## src/rtl/hex_display_driver_pkg.sv

```systemverilog
// Shared constants and types for the multiplexed hex display driver:
// segment code table, blank code, control characters and byte classification.
package hex_display_driver_pkg;

    localparam int NUM_DIGITS = 4;

    localparam logic [6:0] SEG_BLANK = 7'h7F;
    localparam logic [7:0] ASCII_BS  = 8'h08;
    localparam logic [7:0] ASCII_ESC = 8'h1B;

    // Active-low {g,f,e,d,c,b,a}; entry 15 is written first in the concatenation
    localparam logic [15:0][6:0] SEG_TABLE = {
        7'h0E, 7'h06, 7'h21, 7'h46, 7'h03, 7'h08, 7'h10, 7'h00,
        7'h78, 7'h02, 7'h12, 7'h19, 7'h30, 7'h24, 7'h79, 7'h40
    };

    typedef enum logic [1:0] {
        CMD_NONE,
        CMD_HEX,
        CMD_BS,
        CMD_ESC
    } cmd_e;

    typedef struct packed {
        cmd_e       cmd;
        logic [3:0] value;
    } rx_cmd_t;

    typedef struct packed {
        logic       valid;
        logic [3:0] value;
    } entry_t;

    function automatic rx_cmd_t classify_byte(input logic [7:0] b);
        rx_cmd_t r;
        r.cmd   = CMD_NONE;
        r.value = 4'h0;
        if (b >= 8'h30 && b <= 8'h39) begin
            r.cmd   = CMD_HEX;
            r.value = 4'(b - 8'h30);
        end else if (b >= 8'h41 && b <= 8'h46) begin
            r.cmd   = CMD_HEX;
            r.value = 4'(b - 8'h37);
        end else if (b >= 8'h61 && b <= 8'h66) begin
            r.cmd   = CMD_HEX;
            r.value = 4'(b - 8'h57);
        end else if (b == ASCII_BS) begin
            r.cmd = CMD_BS;
        end else if (b == ASCII_ESC) begin
            r.cmd = CMD_ESC;
        end
        return r;
    endfunction

endpackage

```

## src/rtl/hex_display_driver_hex_to_seg.sv

```systemverilog
// Combinational nibble-to-segment decoder; invalid entries are blanked.
module hex_to_seg
    import hex_display_driver_pkg::*;
(
    input  logic [3:0] value,
    input  logic       valid,
    output logic [6:0] segments
);

    assign segments = valid ? SEG_TABLE[value] : SEG_BLANK;

endmodule

```

## src/rtl/hex_display_driver.sv

```systemverilog
// Four-digit multiplexed hex display fed by a UART byte stream; newest
// character on the rightmost digit, with backspace and clear support.
module hex_display_driver
    import hex_display_driver_pkg::*;
#(
    parameter int REFRESH_CLKS  = 1000,
    parameter int REFRESH_WIDTH = 10
) (
    input  logic       clock,
    input  logic       reset,
    input  logic [7:0] data,
    input  logic       data_ready,
    output logic [6:0] segments,
    output logic [3:0] digit_sel
);

    entry_t [NUM_DIGITS-1:0] entry_reg;
    entry_t [NUM_DIGITS-1:0] entry_next;
    entry_t [NUM_DIGITS-1:0] shift_in;
    entry_t [NUM_DIGITS-1:0] shift_out;

    logic [REFRESH_WIDTH-1:0] refresh_reg;
    logic [1:0]               index_reg;
    logic                     refresh_wrap;

    logic [6:0] segments_reg;
    logic [3:0] digit_sel_reg;
    logic [6:0] seg_decoded;
    logic [3:0] sel_next;
    entry_t     selected;
    rx_cmd_t    rx_cmd;

    assign rx_cmd = classify_byte(data);

    generate
        for (genvar gi = 0; gi < NUM_DIGITS; gi++) begin : g_entry
            if (gi == 0) begin : g_head
                assign shift_in[gi] = {1'b1, rx_cmd.value};
            end else begin : g_body
                assign shift_in[gi] = entry_reg[gi-1];
            end

            if (gi == NUM_DIGITS - 1) begin : g_tail
                assign shift_out[gi] = '0;
            end else begin : g_inner
                assign shift_out[gi] = entry_reg[gi+1];
            end

            assign entry_next[gi] = !data_ready              ? entry_reg[gi] :
                                    (rx_cmd.cmd == CMD_HEX)  ? shift_in[gi]  :
                                    (rx_cmd.cmd == CMD_BS)   ? shift_out[gi] :
                                    (rx_cmd.cmd == CMD_ESC)  ? entry_t'('0)  :
                                                               entry_reg[gi];
        end
    endgenerate

    always_ff @(posedge clock or posedge reset) begin
        if (reset) begin
            entry_reg <= '0;
        end else begin
            entry_reg <= entry_next;
        end
    end

    // Scan timing runs independently of byte traffic so a wrap never loses an update
    assign refresh_wrap = (refresh_reg == REFRESH_WIDTH'(REFRESH_CLKS - 1));

    always_ff @(posedge clock or posedge reset) begin
        if (reset) begin
            refresh_reg <= '0;
            index_reg   <= 2'd0;
        end else if (refresh_wrap) begin
            refresh_reg <= '0;
            index_reg   <= index_reg + 2'd1;
        end else begin
            refresh_reg <= refresh_reg + REFRESH_WIDTH'(1);
        end
    end

    assign selected = entry_reg[index_reg];
    assign sel_next = ~(4'b0001 << index_reg);

    hex_to_seg u_hex_to_seg (
        .value    (selected.value),
        .valid    (selected.valid),
        .segments (seg_decoded)
    );

    always_ff @(posedge clock or posedge reset) begin
        if (reset) begin
            segments_reg  <= SEG_BLANK;
            digit_sel_reg <= 4'hF;
        end else begin
            segments_reg  <= seg_decoded;
            digit_sel_reg <= sel_next;
        end
    end

    assign segments  = segments_reg;
    assign digit_sel = digit_sel_reg;

endmodule

```

## config.mk

```make
export PLATFORM = sky130hd
export DESIGN_NAME = hex_display_driver
export DESIGN_NICKNAME = d
export VERILOG_FILES = /design/src/rtl/hex_display_driver_pkg.sv /design/src/rtl/hex_display_driver_hex_to_seg.sv /design/src/rtl/hex_display_driver.sv
export SDC_FILE = /design/constraint.sdc
export NUM_CORES = 1
export LEC_CHECK = 0
export CAP_MARGIN = 20
export CELL_PAD_IN_SITES_DETAIL_PLACEMENT = 0
export CELL_PAD_IN_SITES_GLOBAL_PLACEMENT = 1
export CORE_MARGIN = 2
export CORE_UTILIZATION = 40
export CTS_BUF_LIST = sky130_fd_sc_hd__clkbuf_2
export DETAILED_ROUTE_END_ITERATION = 7
export GPL_ROUTABILITY_DRIVEN = 0
export PLACE_DENSITY = 0.82
export SLEW_MARGIN = 20
export SYNTH_ARGS = -nofsm -noshare
export SYNTH_HDL_FRONTEND = slang
export SYNTH_HIERARCHICAL = 1
export SYNTH_SLANG_ARGS = --single-unit
```

## constraint.sdc

```tcl
create_clock -name clock -period 2.5 [get_ports clock]
set_input_delay 0.375 -clock clock [delete_from_list [all_inputs] [get_ports clock]]
set_output_delay 0.375 -clock clock [all_outputs]
set_load 0.02 [all_outputs]
```

# [Word-level counts from Yosys, hierarchy flattened]
# Memories as Yosys holds them, arrays and structs flattened.
# Cells that the tools add are included.
[totals] memories=1 inputBits=11 output_inout_bits=11 ff_bits=43 mem_bits_ro=112
[op_classes] magnitude_cmp=8 shifts=1 n_eq_ne=6 mux=20 n_bitwise=1 addsub=5 reduce_logical=5
[memory_table] memory="(name not given)" words=16 word_bits=7 read_ports=1 rd_ports_with_merged_regs=0 write_ports=0 line_no="hex_display_driver_hex_to_seg.sv:10" source="assign segments = valid ? SEG_TABLE[value] : SEG_BLANK;"
[op_table] cell="2-to-1 mux 5 bit" count=10
[op_table] cell=">= comparator 8 x 7 -> 1 bit, second input constant" count=2
[op_table] cell="less-or-equal comparator 8 x 7 -> 1 bit, second input constant" count=2
[op_table] cell="2-to-1 mux 7 bit" count=2
[op_table] cell="2-to-1 mux 6 bit" count=2
[op_table] cell="adder 10 x 1 -> 10 bit, second input constant" count=1
[op_table] cell="binary-select mux 5 bit (select 2 bit)" count=1
[op_table] cell="== test 10 bit, second input constant" count=1
[op_table] cell="2-to-1 mux 10 bit" count=1
[op_table] cell="== test 8 x 4 -> 1 bit, second input constant" count=1
[op_table] cell="== test 8 x 5 -> 1 bit, second input constant" count=1
[op_table] cell=">= comparator 8 x 6 -> 1 bit, second input constant" count=1
[op_table] cell="less-or-equal comparator 8 x 6 -> 1 bit, second input constant" count=1
[op_table] cell="subtractor 4 x 3 -> 4 bit, second input constant" count=2
[op_table] cell="2-to-1 mux 2 bit" count=3
[op_table] cell="less-than comparator 4 x 5 -> 1 bit, second input constant" count=1
[op_table] cell="== test 2 bit, second input constant" count=2
[op_table] cell="2-to-1 mux 4 bit" count=1
[op_table] cell="inverter 4 bit" count=1
[op_table] cell="<< shifter 1 x 2 -> 4 bit, first input constant" count=1
[op_table] cell="subtractor 4 x 1 -> 4 bit, second input constant" count=1
[op_table] cell="logical AND 1 bit" count=3
[op_table] cell="less-than comparator 2 x 3 -> 1 bit, second input constant" count=1
[op_table] cell="nonzero test 3 bit" count=1
[op_table] cell="3 further kinds" count=3

# [Longest topological paths before layout]
# Gate-level depths: netlist of the first run.
[depth] depth_word=10 depth_mapped=9 ltp_nobuf=7

# [Cells and area by module]
# Netlist of the first run, hierarchy kept.
[by_module_without_submodules] mod="hex_display_driver" instances=1 cells_each=184 area_each_um2=2133.3
[by_module_without_submodules] mod="hex_to_seg" instances=1 cells_each=37 area_each_um2=304.0

# [Least setup slack after synthesis of the first run]
# Ideal clock, no wire load.
[synth_timing] path_kind="reg2reg" startpoint="register index_reg[0]" endpoint="register segments_reg[3], in the netlist segments[3]" path_stages_with_launch=7 path_buffers=1 required_ps=2419 setup_slack_ps=376 arrival_ps=2043 path_cell_list="dfrtp_1 > clkbuf_1 > mux4_2 > inv_1 > ha_1 > or2_2 > a32oi_1"
[synth_lines] element="from (decl)" line_no="hex_display_driver.sv:23" source="logic [1:0] index_reg;"
[synth_lines] element="from (signal assigned)" line_no="hex_display_driver.sv:74" source="index_reg <= index_reg + 2'd1;"
[synth_lines] element="to (signal assigned)" line_no="hex_display_driver.sv:94" source="segments_reg <= seg_decoded;"
[synth_lines] element="to (decl)" line_no="hex_display_driver.sv:26" source="logic [6:0] segments_reg;"

# [Worst setup path after layout of the first run]
[layout_timing] startpoint="input port data[0]" endpoint="register entry_reg[16] (netlist bit)"
[layout_via] elab_chain_cells=9
[layout_rtl] element="from (decl)" line_no="hex_display_driver.sv:11" source="input logic [7:0] data,"
[layout_rtl] element="parallel branches: the longest is 5 deep, another holds >= comparator 8 x 7 -> 1 bit"
[layout_rtl] element="2-to-1 mux 6 bit *" line_no="hex_display_driver_pkg.sv:38" source="if (b >= 8'h30 && b <= 8'h39) begin"
[layout_rtl] element="== test 2 x 1 -> 1 bit (tied with other cells)" line_no="hex_display_driver.sv:50" source="(rx_cmd.cmd == CMD_HEX) ? shift_in[gi] :"
[layout_rtl] element="nonzero test 3 bit (no line) / 2-to-1 mux 5 bit (equally long branches)"
[layout_rtl] element="AND reduction 2 bit (no line) / 2-to-1 mux 5 bit (equally long branches)"
[layout_rtl] element="to (signal assigned)" line_no="hex_display_driver.sv:61" source="entry_reg <= entry_next;"
[layout_rtl] element="to (decl)" line_no="hex_display_driver.sv:17" source="entry_t [NUM_DIGITS-1:0] entry_reg;"
# Mark *: on every way between the ends.
# A chain may end at the register's enable or synchronous reset.

==> results of run 1 <==
## kinds of logic after synthesis
| group | Yosys count | synth area share, % |
|---|---|---|
| adders and majority gates | 15 | 7.70 |
| xor gates and xnor gates | 7 | 2.52 |
| AOI/OAI and AO/OA | 58 | 18.7 |
| DFF | 43 | 44.7 |
| buffers and inverters | 23 | 5.08 |
| muxes | 10 | 6.67 |
| and+or+nand+nor | 65 | 14.6 |
## placed cells by master, fill, tap and decap left out, types with 4 or more instances in the layout
cell type / Yosys / layout
a22oi_1: 8 / 8
a32o_1: 5 / 5
buf_4: 0 / 11
clkbuf_2: 1 / 6
clkdlybuf4s50_1: 0 / 21
dfrtp_1: 32 / 32
dfstp_2: 11 / 11
ha_1: 15 / 15
inv_1: 13 / 13
mux2i_1: 5 / 5
mux4_2: 5 / 5
nand2_1: 24 / 24
nand2b_1: 4 / 4
nand3_1: 5 / 5
nor2_1: 11 / 11
o21ai_0: 5 / 5
o21ai_1: 14 / 14
xnor2_1: 4 / 4
## report_power, final
| group | internal (mW) | switching [mW] | total [mW] | leakage (nW) |
|---|---|---|---|---|
| clock | 0.0713 | 0.231 | 0.302 | 0.0290 |
| combinational | 0.0819 | 0.101 | 0.183 | 0.556 |
| sequential | 0.721 | 0.00812 | 0.729 | 0.547 |
| total | 0.874 | 0.340 | 1.21 | 1.13 |
## worst register-to-register path, cell delays in order, from the launching register on
cell,delay (ps)
dfrtp_1,550
mux4_2,640
inv_1,160
ha_1,250
or2_2,300
a32oi_1,180
## routing by layer
metal | wire length, um | vias up
li1 | - | 868
met1 | 2070 | 848
met2 | 2180 | 32
met3 | 135 | 7
met4 | 111 | 0
met5 | 0 | -
## metrics by stage
| step | setup slack (ps) | power (mW) | hold slack, ps | TNS [ps] |
|---|---|---|---|---|
| after floorplan | 376 | 0.854 | 448 | 0 |
| after global placement | 45.3 | 0.921 | 461 | 0 |
| after detailed placement | -52.8 | 0.924 | 476 | -229 |
| after CTS | 379 | 1.22 | 371 | 0 |
| after global routing | 179 | 1.28 | 367 | 0 |
| final | 364 | 1.21 | 361 | 0 |
## worst max path at each step
stage	end	cells after the start	from	slack (ps)
floorplan	segments[3]$_DFF_PP1_	6	index_reg[0]$_DFFE_PP0N_	380
global placement	entry_reg[18]$_DFFE_PP0P_	8	data[0]	50
detailed placement	entry_reg[19]$_DFFE_PP0P_	9	data[0]	-50
CTS	segments[3]$_DFF_PP1_	5	index_reg[0]$_DFFE_PP0N_	380
global route	entry_reg[16]$_DFFE_PP0P_	9	data[0]	180
finish	entry_reg[16]$_DFFE_PP0P_	9	data[0]	360
## cell type report
cell class                      instances  share of cell area (%)
Multi-Input combinational cell        155                    43.4
Sequential cell                        43                    38.4
Timing Repair Buffer                   34                    11.7
Tap cell                               75                    3.30
Inverter                               13                    1.72
Clock buffer                            6                    1.06
Clock inverter                          2                   0.441
==> flow_metrics.tcl, run 1 <==
set metrics [dict create \
    cts-root-buf "clkbuf_2" \
    grt_use_met3_pct 3.85 \
    layout-drive-gt1-share_pct 20.9 \
    wl_per_cell_um 13.7 \
    cts_buffer_depth 2 \
    dpl.hpwl_um 3330 \
    start_util_pct 41.2 \
    grtUsageMet2_pct 25.0 \
    clkTransAtPathRegs_ps 220 \
    vias 1755 \
    synth_top_area_share_pct 32.9 \
    cp.arrival_ps 2440 \
    tightest_slew_ps 510 \
    multi_input_area_um2 1230 \
    route.detailed.drc 0 \
    routed_wl_um 4500 \
    fin_nets 278 \
    cp-end-kind "register" \
    reg2reg_from "index_reg[0]$_DFFE_PP0N_" \
    std_cell_rows 28 \
    layout.cells.non_filler 328 \
    fin_skew_ps 24.8 \
    cts_buffers 5 \
    drtAntennaViolNets 0 \
    hold_class "input pin to async pin" \
    fmax_mhz 468 \
    ys_async_sr_fraction_pct 100 \
    synth-seq-area-share_pct 44.7 \
    worstSetupStartpointType "input pin" \
    grt_overflow 0 \
    clock_sinks 43 \
    grt_use_total_pct 15.1 \
    area_delta_synth_final_pct 16.5 \
    ir_drop_mv 0.186 \
    synth-main-ff-cell "dfrtp_1" \
    fill_cells 533 \
    grt_pass1_wl_um 7730 \
    finalSetupViolCount 0 \
    stdcell_area_um2 2840 \
    rsz0062_at_grt "no" \
    placed_cell_area_um2 2800 \
    antenna_found_initial 0 \
    hold_viol 0 \
    clock_latency_ps 410 \
    synth_cell_types 53 \
    gr-usage-met1_pct 18.9 \
    io_pins 22 \
    ys_ff_latch 43 \
    cts_resized 0 \
    regArea_um2 1090 \
    cts.htree.levels 2 \
    p_leak_nw 1.13 \
    cts_hold_buf 0 \
    slowest_delay_ps 500 \
    io_buffers 21 \
    r2r_cells 5 \
    largest_reg_flops 20 \
    drv_slew 0 \
    synth_area_leaders "dfrtp_1 33%, dfstp_2 12%, ha_1 7.7%" \
    syn-mean-instance-area_um2 11.0 \
    syn_nets 247 \
    postSynthCellCount 221 \
    outcome "finished, final reports clean" \
    syn_area_um2 2440 \
    worstSetupPathType "input pin to register" \
    synth-edff-count 0 \
    cts_tree "yes" \
    crit_chain "clkdlybuf4s50_1 > inv_1 > ha_1 > nand2b_1 > a2111oi_0 > buf_4 > o31ai_4 > buf_12 > a32o_1" \
    crit_path_max_fanout 28 \
    cpMaxStageDelayCell "a2111oi_0" \
    slew_headroom_pct 65.1 \
    die_w_um 82.1 \
    synthTopCellsByCount "32 x dfrtp_1, 24 x nand2_1, 15 x ha_1" \
    avgViaCountPerCell 5.35 \
    die_area_um2 6730 \
    synth_most_common_cell "dfrtp_1" \
    fin_util_pct 48.0 \
    p_per_area_nw_per_um2 427 \
    grt_most_used_layer "met2" \
    rrSetupSlack_ps 380 \
    max_cap_viol_count 0 \
    grt_pass1_vias 1651 \
    r2r-end "segments[3]$_DFF_PP1_" \
    cp_num_buf_inv 4 \
    die_h_um 82.1 \
    placed_cells 320 \
    synth_area_leader_cell "dfrtp_1" \
    num_antenna_cells 0 \
    period_minus_slack_ps 2140 \
    post-route-period-util_pct 85.4 \
    yosys_warnings 6 \
    grt_max_degree 44 \
    dr.pass1.iters 4 \
    drt_iter0_markers 101 \
    required_ps 2810 \
    crit_family "buffers and inverters" \
    cts_setup_buffers 0 \
    coreArea_um2 5920 \
]
Power figures use the tool's default switching activity.
==> run 2, diff against run 1 <==
--- a/config.mk
+++ b/config.mk
@@ -14,8 +14,11 @@
 export DETAILED_ROUTE_END_ITERATION = 7
 export GPL_ROUTABILITY_DRIVEN = 0
 export PLACE_DENSITY = 0.82
+export REMOVE_ABC_BUFFERS = 1
+export SETUP_SLACK_MARGIN = 0.5
 export SLEW_MARGIN = 20
 export SYNTH_ARGS = -nofsm -noshare
 export SYNTH_HDL_FRONTEND = slang
 export SYNTH_HIERARCHICAL = 1
 export SYNTH_SLANG_ARGS = --single-unit
+export TNS_END_PERCENT = 10
==> flow_metrics.tcl, run 2 (synthesized netlist as in run 1, its figures left out) <==
set metrics [dict create \
    fin_skew_ps 15.7 \
    io_buffers 21 \
    max_cap_viol_count 0 \
    period_minus_slack_ps 1980 \
    rsz0062_at_grt "yes" \
    antenna_found_initial 0 \
    layout.cells.non_filler 332 \
    placed_cells 317 \
    cp-end-kind "register" \
    worstSetupStartpointType "input pin" \
    worstSetupPathType "input pin to register" \
    crit_family "buffers and inverters" \
    placed_cell_area_um2 2760 \
    cts_tree "yes" \
    dpl.hpwl_um 3240 \
    cts-root-buf "clkbuf_2" \
    fin_util_pct 49.3 \
    hold_viol 0 \
    cpMaxStageDelayCell "clkdlybuf4s50_1" \
    layout-drive-gt1-share_pct 23.3 \
    route.detailed.drc 0 \
    stdcell_area_um2 2920 \
    cp.arrival_ps 2320 \
    tightest_slew_ps 554 \
    grt_overflow 0 \
    coreArea_um2 5920 \
    outcome "finished, final reports clean" \
    final_cell_mix "32 x dfrtp_1, 24 x nand2_1, 20 x clkdlybuf4s50_1, 15 x buf_4" \
    crit_chain "clkdlybuf4s50_1 > inv_1 > ha_2 > nand2b_1 > a2111oi_1 > buf_4 > o31ai_4 > clkbuf_16 > a32o_1" \
    slowest_delay_ps 460 \
    hold_class "input pin to async pin" \
    routed_wl_um 4840 \
    slew_headroom_pct 63.1 \
    num_antenna_cells 0 \
    dr.pass1.iters 5 \
    cts.htree.levels 2 \
    p_per_area_nw_per_um2 456 \
    grt_max_degree 44 \
    required_ps 2840 \
    clkTransAtPathRegs_ps 230 \
    io_pins 22 \
    die_area_um2 6730 \
    start_util_pct 41.2 \
    ir_drop_mv 0.215 \
    setup-tns-final_ps 0 \
    fin_nets 282 \
    setup_slack_ps 519 \
    grt_pass1_vias 1664 \
    fill_cells 520 \
    die_w_um 82.1 \
    cts_buffers 5 \
    fmax_mhz 505 \
    clock_latency_ps 420 \
    avgViaCountPerCell 5.38 \
    finalSetupViolCount 0 \
    vias 1786 \
    post-route-period-util_pct 79.3 \
    clock_sinks 43 \
    std_cell_rows 28 \
    dp_slack_ps 66.9 \
    die_h_um 82.1 \
    cts_buffer_depth 2 \
    drtAntennaViolNets 0 \
    grt_pass1_wl_um 7650 \
    area_delta_synth_final_pct 19.7 \
    grt_use_total_pct 14.9 \
    wl_per_cell_um 14.6 \
    power_mw 1.33 \
    cts_hold_buf 0 \
    drt_iter0_markers 175 \
    crit_path_max_fanout 17 \
    p_leak_nw 1.18 \
    fin_hold_ws_ps 347 \
    cp_num_buf_inv 4 \
    largest_reg_flops 20 \
    drv_slew 0 \
    layout_commonest_cell "dfrtp_1" \
]
==> run 2: timing repair <==
item                       4_1_cts  5_1_grt
cloned                           0        1
buffers inserted                 2        4
pin swaps                        0        2
setup endpoints to repair        1       32
resized for setup                0        5
==> run 2: worst reg2reg max path, stage by stage (launching register included) <==
cell	delay [ps]
dfrtp_1	440
mux4_2	550
inv_1	140
ha_1	260
or2_2	290
a32oi_1	200
==> run 2: cell type report <==
| cell class | instances | area (um^2) | share of cell area, % |
|---|---|---|---|
| clock buffer | 5 | 25.0 | 0.858 |
| tap | 75 | 93.8 | 3.22 |
| clock inverter | 3 | 43.8 | 1.50 |
| sequential | 43 | 1090 | 37.4 |
| inverter | 13 | 48.8 | 1.67 |
| multi-input combinational | 155 | 1240 | 42.7 |
| timing repair buffer | 38 | 370 | 12.7 |
==> run 2: final timing paths <==
| kind | depth (start not counted) | slack, ps | endpoint | from |
|---|---|---|---|---|
| setup reg to reg | 5 | 570 | segments[3]$_DFF_PP1_ | index_reg[0]$_DFFE_PP0N_ |
| max in group asynchronous | 3 | 1750 | segments[1]$_DFF_PP1_ | reset |
| hold / removal | 3 | 350 | entry_reg[7]$_DFFE_PP0P_ | reset |
| hold reg to reg | 1 | 500 | refresh_reg[0]$_DFF_PP0_ | refresh_reg[0]$_DFF_PP0_ |
| min in group clock | 3 | 390 | entry_reg[0]$_DFFE_PP0P_ | data[0] |
| setup / recovery | 9 | 520 | entry_reg[19]$_DFFE_PP0P_ | data[1] |
==> run 2: where the power goes <==
group	internal (mW)	total (mW)	switching [mW]
sequential	0.721	0.730	0.00860
combinational	0.0879	0.192	0.104
clock	0.169	0.410	0.240
total	0.979	1.33	0.353
==> run 2: layer usage <==
metal	track usage, %	vias up	wire length (um)
met1	20.5	866	2360
met3	2.64	11	155
met5	0	-	0
met2	22.9	39	2190
met4	6.83	0	133
li1	-	870	-
==> run 3, diff against run 2 <==
==> constraint.sdc (replaced) <==
create_clock -name clock -period 1.9 [get_ports clock]
set_input_delay 0.285 -clock clock [delete_from_list [all_inputs] [get_ports clock]]
set_output_delay 0.285 -clock clock [all_outputs]
set_load 0.02 [all_outputs]
==> flow_metrics.tcl, run 3 (synthesized netlist as in run 1, its figures left out) <==
set metrics [dict create \
    die_h_um 82.1 \
    final_cell_mix "31 x dfrtp_1, 31 x buf_4, 23 x nand2_1, 14 x o21ai_1, 13 x dlygate4sd2_1" \
    std_cell_rows 28 \
    clock_latency_ps 420 \
    coreArea_um2 5920 \
    r2r_cells 5 \
    clock_sinks 43 \
    cp.arrival_ps 2140 \
    routed_wl_um 5830 \
    dpl.hpwl_um 3460 \
    fin_skew_ps 18.1 \
    grt_overflow 0 \
    drtAntennaViolNets 0 \
    antenna_found_initial 0 \
    die_w_um 82.1 \
    layout-drive-gt1-share_pct 38.2 \
    outcome "finished, final reports clean" \
    cts_buffers 5 \
    vias 1975 \
    die_area_um2 6730 \
    tightest_slew_ps 347 \
    hold_viol 0 \
    drt_iter0_markers 172 \
    io_pins 22 \
    route.detailed.drc 0 \
    grt_use_total_pct 18.2 \
    largest_reg_flops 20 \
    worstSetupPathType "register to register" \
    max_cap_viol_count 0 \
    cts_buffer_depth 2 \
    p_leak_nw 1.40 \
    setup-tns-final_ps 0 \
    grt_pass1_wl_um 9290 \
    start_util_pct 41.2 \
    wl_per_cell_um 16.2 \
    fmax_mhz 566 \
    finalSetupViolCount 0 \
    hold_class "input pin to async pin" \
    p_per_area_nw_per_um2 582 \
    drv_slew 0 \
    period_minus_slack_ps 1770 \
    rsz0062_at_grt "yes" \
    grt_pass1_vias 1931 \
    num_antenna_cells 0 \
    io_buffers 21 \
    cp-end-kind "register" \
    slew_headroom_pct 76.7 \
    power_mw 1.99 \
    required_ps 2280 \
    avgViaCountPerCell 5.49 \
    fin_nets 310 \
    grt_max_degree 44 \
    cts_tree "yes" \
    post-route-period-util_pct 92.9 \
    area_delta_synth_final_pct 40.2 \
    crit_path_max_fanout 6 \
    ir_drop_mv 0.368 \
    worstSetupStartpointType "register" \
    cts-root-buf "clkbuf_2" \
    clkTransAtPathRegs_ps 250 \
    cts.htree.levels 2 \
    dr.pass1.iters 4 \
]
## run 3: path summary, 6_finish.rpt
path	start	to	slack, ps
setup / recovery	index_reg[0]$_DFFE_PP0N_	segments[5]$_DFF_PP1_	130
hold / removal	reset	entry_reg[5]$_DFFE_PP0P_	170
setup reg to reg	index_reg[0]$_DFFE_PP0N_	segments[5]$_DFF_PP1_	130
hold reg to reg	refresh_reg[0]$_DFF_PP0_	refresh_reg[0]$_DFF_PP0_	510
max in group asynchronous	reset	digit_sel[0]$_DFF_PP1_	1460
min in group clock	data[1]	entry_reg[1]$_DFFE_PP0P_	250
## run 3: where the power goes
part	switching, mW	leakage, nW	internal, mW
sequential	0.0104	0.546	0.949
clock	0.331	0.0492	0.353
combinational	0.168	0.807	0.176
## run 3: worst max-delay path, cell delays in order (launching register included)
cell and delay [ps]:
dfrtp_2 470, buf_6 110, mux4_2 610, buf_12 190
o31a_1 260, o21ai_1 80
## run 3: repair_timing
action / in CTS / in global routing
hold endpoints to repair: 0 / 0
gates resized for setup: 67 / 8
cloned: 6 / 1
setup endpoints to repair: 47 / 47
hold buffers: 0 / 0
pin swaps: 11 / 5
setup buffers: 4 / 1
## run 3: area by class of cell
cell class	instances	area, um^2
timing repair buffer	66	736
inverter	13	48.8
sequential	43	1090
tap	75	93.8
clock inverter	3	67.6
multi-input combinational	155	1360
fill	467	2500
clock buffer	5	25.0
## run 3: stage by stage
step	worst slack, ps	std cells	area (um^2)	util [%]	hold WS, ps
final	134	360	3420	57.7	174
after global routing	73.6	360	3420	57.7	218
after CTS	73.2	358	3340	56.5	168
after detailed placement	-570	340	2970	50.2	479
after global placement	-510	340	2970	50.2	470
after floorplan	-620	211	2360	-	448
## run 3: per-layer routing
layer / part of all wire [%] / GRT usage (%) / up-vias
li1: - / - / 933
met1: 45 / 23.7 / 996
met2: 51 / 30.7 / 35
met3: 2.7 / 3.08 / 11
met4: 1.6 / 6.17 / 0
met5: 0 / 0 / -
==> patch (flow settings as in run 2) <==
The parameter `REFRESH_CLKS` goes from 1000 to 750.
--- a/src/rtl/hex_display_driver.sv
+++ b/src/rtl/hex_display_driver.sv
@@ -4,5 +4,5 @@
     import hex_display_driver_pkg::*;
 #(
-    parameter int REFRESH_CLKS  = 1000,
+    parameter int REFRESH_CLKS  = 750,
     parameter int REFRESH_WIDTH = 10
 ) (
Function: same outputs for any inputs over 10 cycles, from zero or initial values and one cycle with reset high; that may be too few to reach the edited logic, so the function may still have changed.
==> patch against run 2 <==
Routed wire length down 7.0%; global-route usage down 0.46 points; synthesized area up 0.26%; worst setup slack better by 0.0033 ns; power down 9.4%; highest routed layer unchanged; critical path type unchanged; final area down 1.2%; sequential cell count unchanged.
==> patch: results <==
group,metric,value,unit
cells_and_area,fillCellCount,541,
cells_and_area,final_cell_count_no_fill,331,
sta,period_needed,1.98,ns
synthesis,ys.warnings.count,6,
power_and_ir_drop,power_leakage,1.14,nW
sta,fin_worst_skew,0.0150,ns
synthesis,synth.area.top_cells,"dfrtp_1 33%, dfstp_2 12%, ha_1 8.2%, mux4_2 4.6%, nand2_1 3.2%",
synthesis,synth_xor_area_share,2.87,%
grt,grt_max_degree,44,
drt,top_layer_used,"met4",
synthesis,yosysUniqueCellTypes,51,
worst_setup_path,crit_fanout,18,
drt,wl_met1,2090,um
synthesis,syn_inst,223,
worst_setup_path,reg2reg_setup_slack,0.57,ns
cells_and_area,diodes,0,
grt,grt_pass1_vias,1542,
grt,met1_usage,18.9,%
synthesis,synth-compound-area-share,18.6,%
cells_and_area,drive_gt1_share,21.9,%
clock_tree,clk_pin_slew_worst_paths,0.21,ns
drt,drt_iter0_markers,120,
drt,dr.pass1.iters,4,
drt,wirelength,4500,um
synthesis,synth-adder-area-share,8.19,%
clock_tree,ctsHoldBuffers,0,
grt,track_usage,14.5,%
synthesis,synth_commonest_cells,"32 x dfrtp_1, 21 x nand2_1, 16 x ha_1, 14 x inv_1, 14 x o21ai_1",
drt,vias_per_cell,5.32,
grt,grt_pass1_wl,7420,um
placed_design,portBuffers,21,
placed_design,place_hpwl,3250,um
grt,grt_use_met3,3.26,%
worst_setup_path,critPathSlowestCell,"or4b_4",
clock_tree,clock_path_buffers,2,
worst_setup_path,cp_slowest_stage_delay,0.53,ns
worst_hold_path,hold_class,"in -> async",
clock_tree,insertion_delay,0.40,ns
synthesis,yosys-mux-area-fraction,6.66,%
grt,antenna_found_initial,0,
grt,grt_util_met2,24.0,%
clock_tree,cts_buffers,5,
worst_setup_path,arrival,2.30,ns
cells_and_area,largest_reg_flops,20,
run_status,status,"finished clean",
sta,tightest_slew,0.529,ns
placed_design,dp_cells,321,
placed_design,pre_cts_ws,0.0420,ns
clock_tree,cts_root_buf,"clkbuf_2",
synthesis,ys_seq_area_share,44.6,%
drt,met2_length,2230,um
power_and_ir_drop,ir_drop,0.199,mV
synthesis,async_reset_ff_share,100,%
drt,wl_met3,113,um
cells_and_area,nNetsFinal,282,
clock_tree,htree_levels,2,
[patch: critical path, delay by kind of cell]
kind,cells,cell delay [ns]
buffers and inverters,2,0.66
and+or+nand+nor,2,0.72
AOI/OAI and AO/OA,3,0.55
[patch: final timing paths]
kind	startpoint	endpoint	depth (start not counted)
worst max-delay path	data[3]	entry_reg[8]	7
worst min-delay path	reset	entry_reg[4]	3
worst max register to register	entry_reg[5]	segments[3]	5
worst min register to register	refresh_reg[9]	refresh_reg[9]	1
max in group asynchronous	reset	segments[2]	3
min in group clock	data[0]	entry_reg[0]	3
[patch: final cells by class]
class / instances / area (um^2) / share of cell area [%]
inverter: 14 / 52.6 / 1.82
clock inverter: 2 / 12.5 / 0.434
multi-input combinational: 155 / 1250 / 43.4
clock buffer: 6 / 30.0 / 1.04
timing repair buffer: 36 / 353 / 12.3
tap: 75 / 93.8 / 3.26
sequential: 43 / 1090 / 37.8
[patch: per-stage QoR]
| step | hold WS (ns) | instance area, um^2 | power (W) |
|---|---|---|---|
| after global placement | 0.471 | 2800 | 0.000922 |
| after detailed placement | 0.481 | 2800 | 0.000924 |
| after global routing | 0.393 | 2880 | 0.00128 |
| after floorplan | 0.442 | 2360 | 0.000845 |
| after CTS | 0.369 | 2860 | 0.00123 |
| final | 0.379 | 2880 | 0.00121 |
[patch: power breakdown]
part           internal [W]  switching (W)  total (W)  leakage, nW
clock network     0.0000714       0.000218   0.000290       0.0290
registers          0.000721     0.00000786   0.000729        0.547
logic             0.0000853       0.000102   0.000187        0.564
total              0.000878       0.000328    0.00121         1.14
[patch: repair_timing]
action / in CTS / in global routing
endpoints found under the setup margin: 5 / 31
resized for setup: 0 / 6
buffers inserted: 2 / 0
pin swaps: 0 / 2
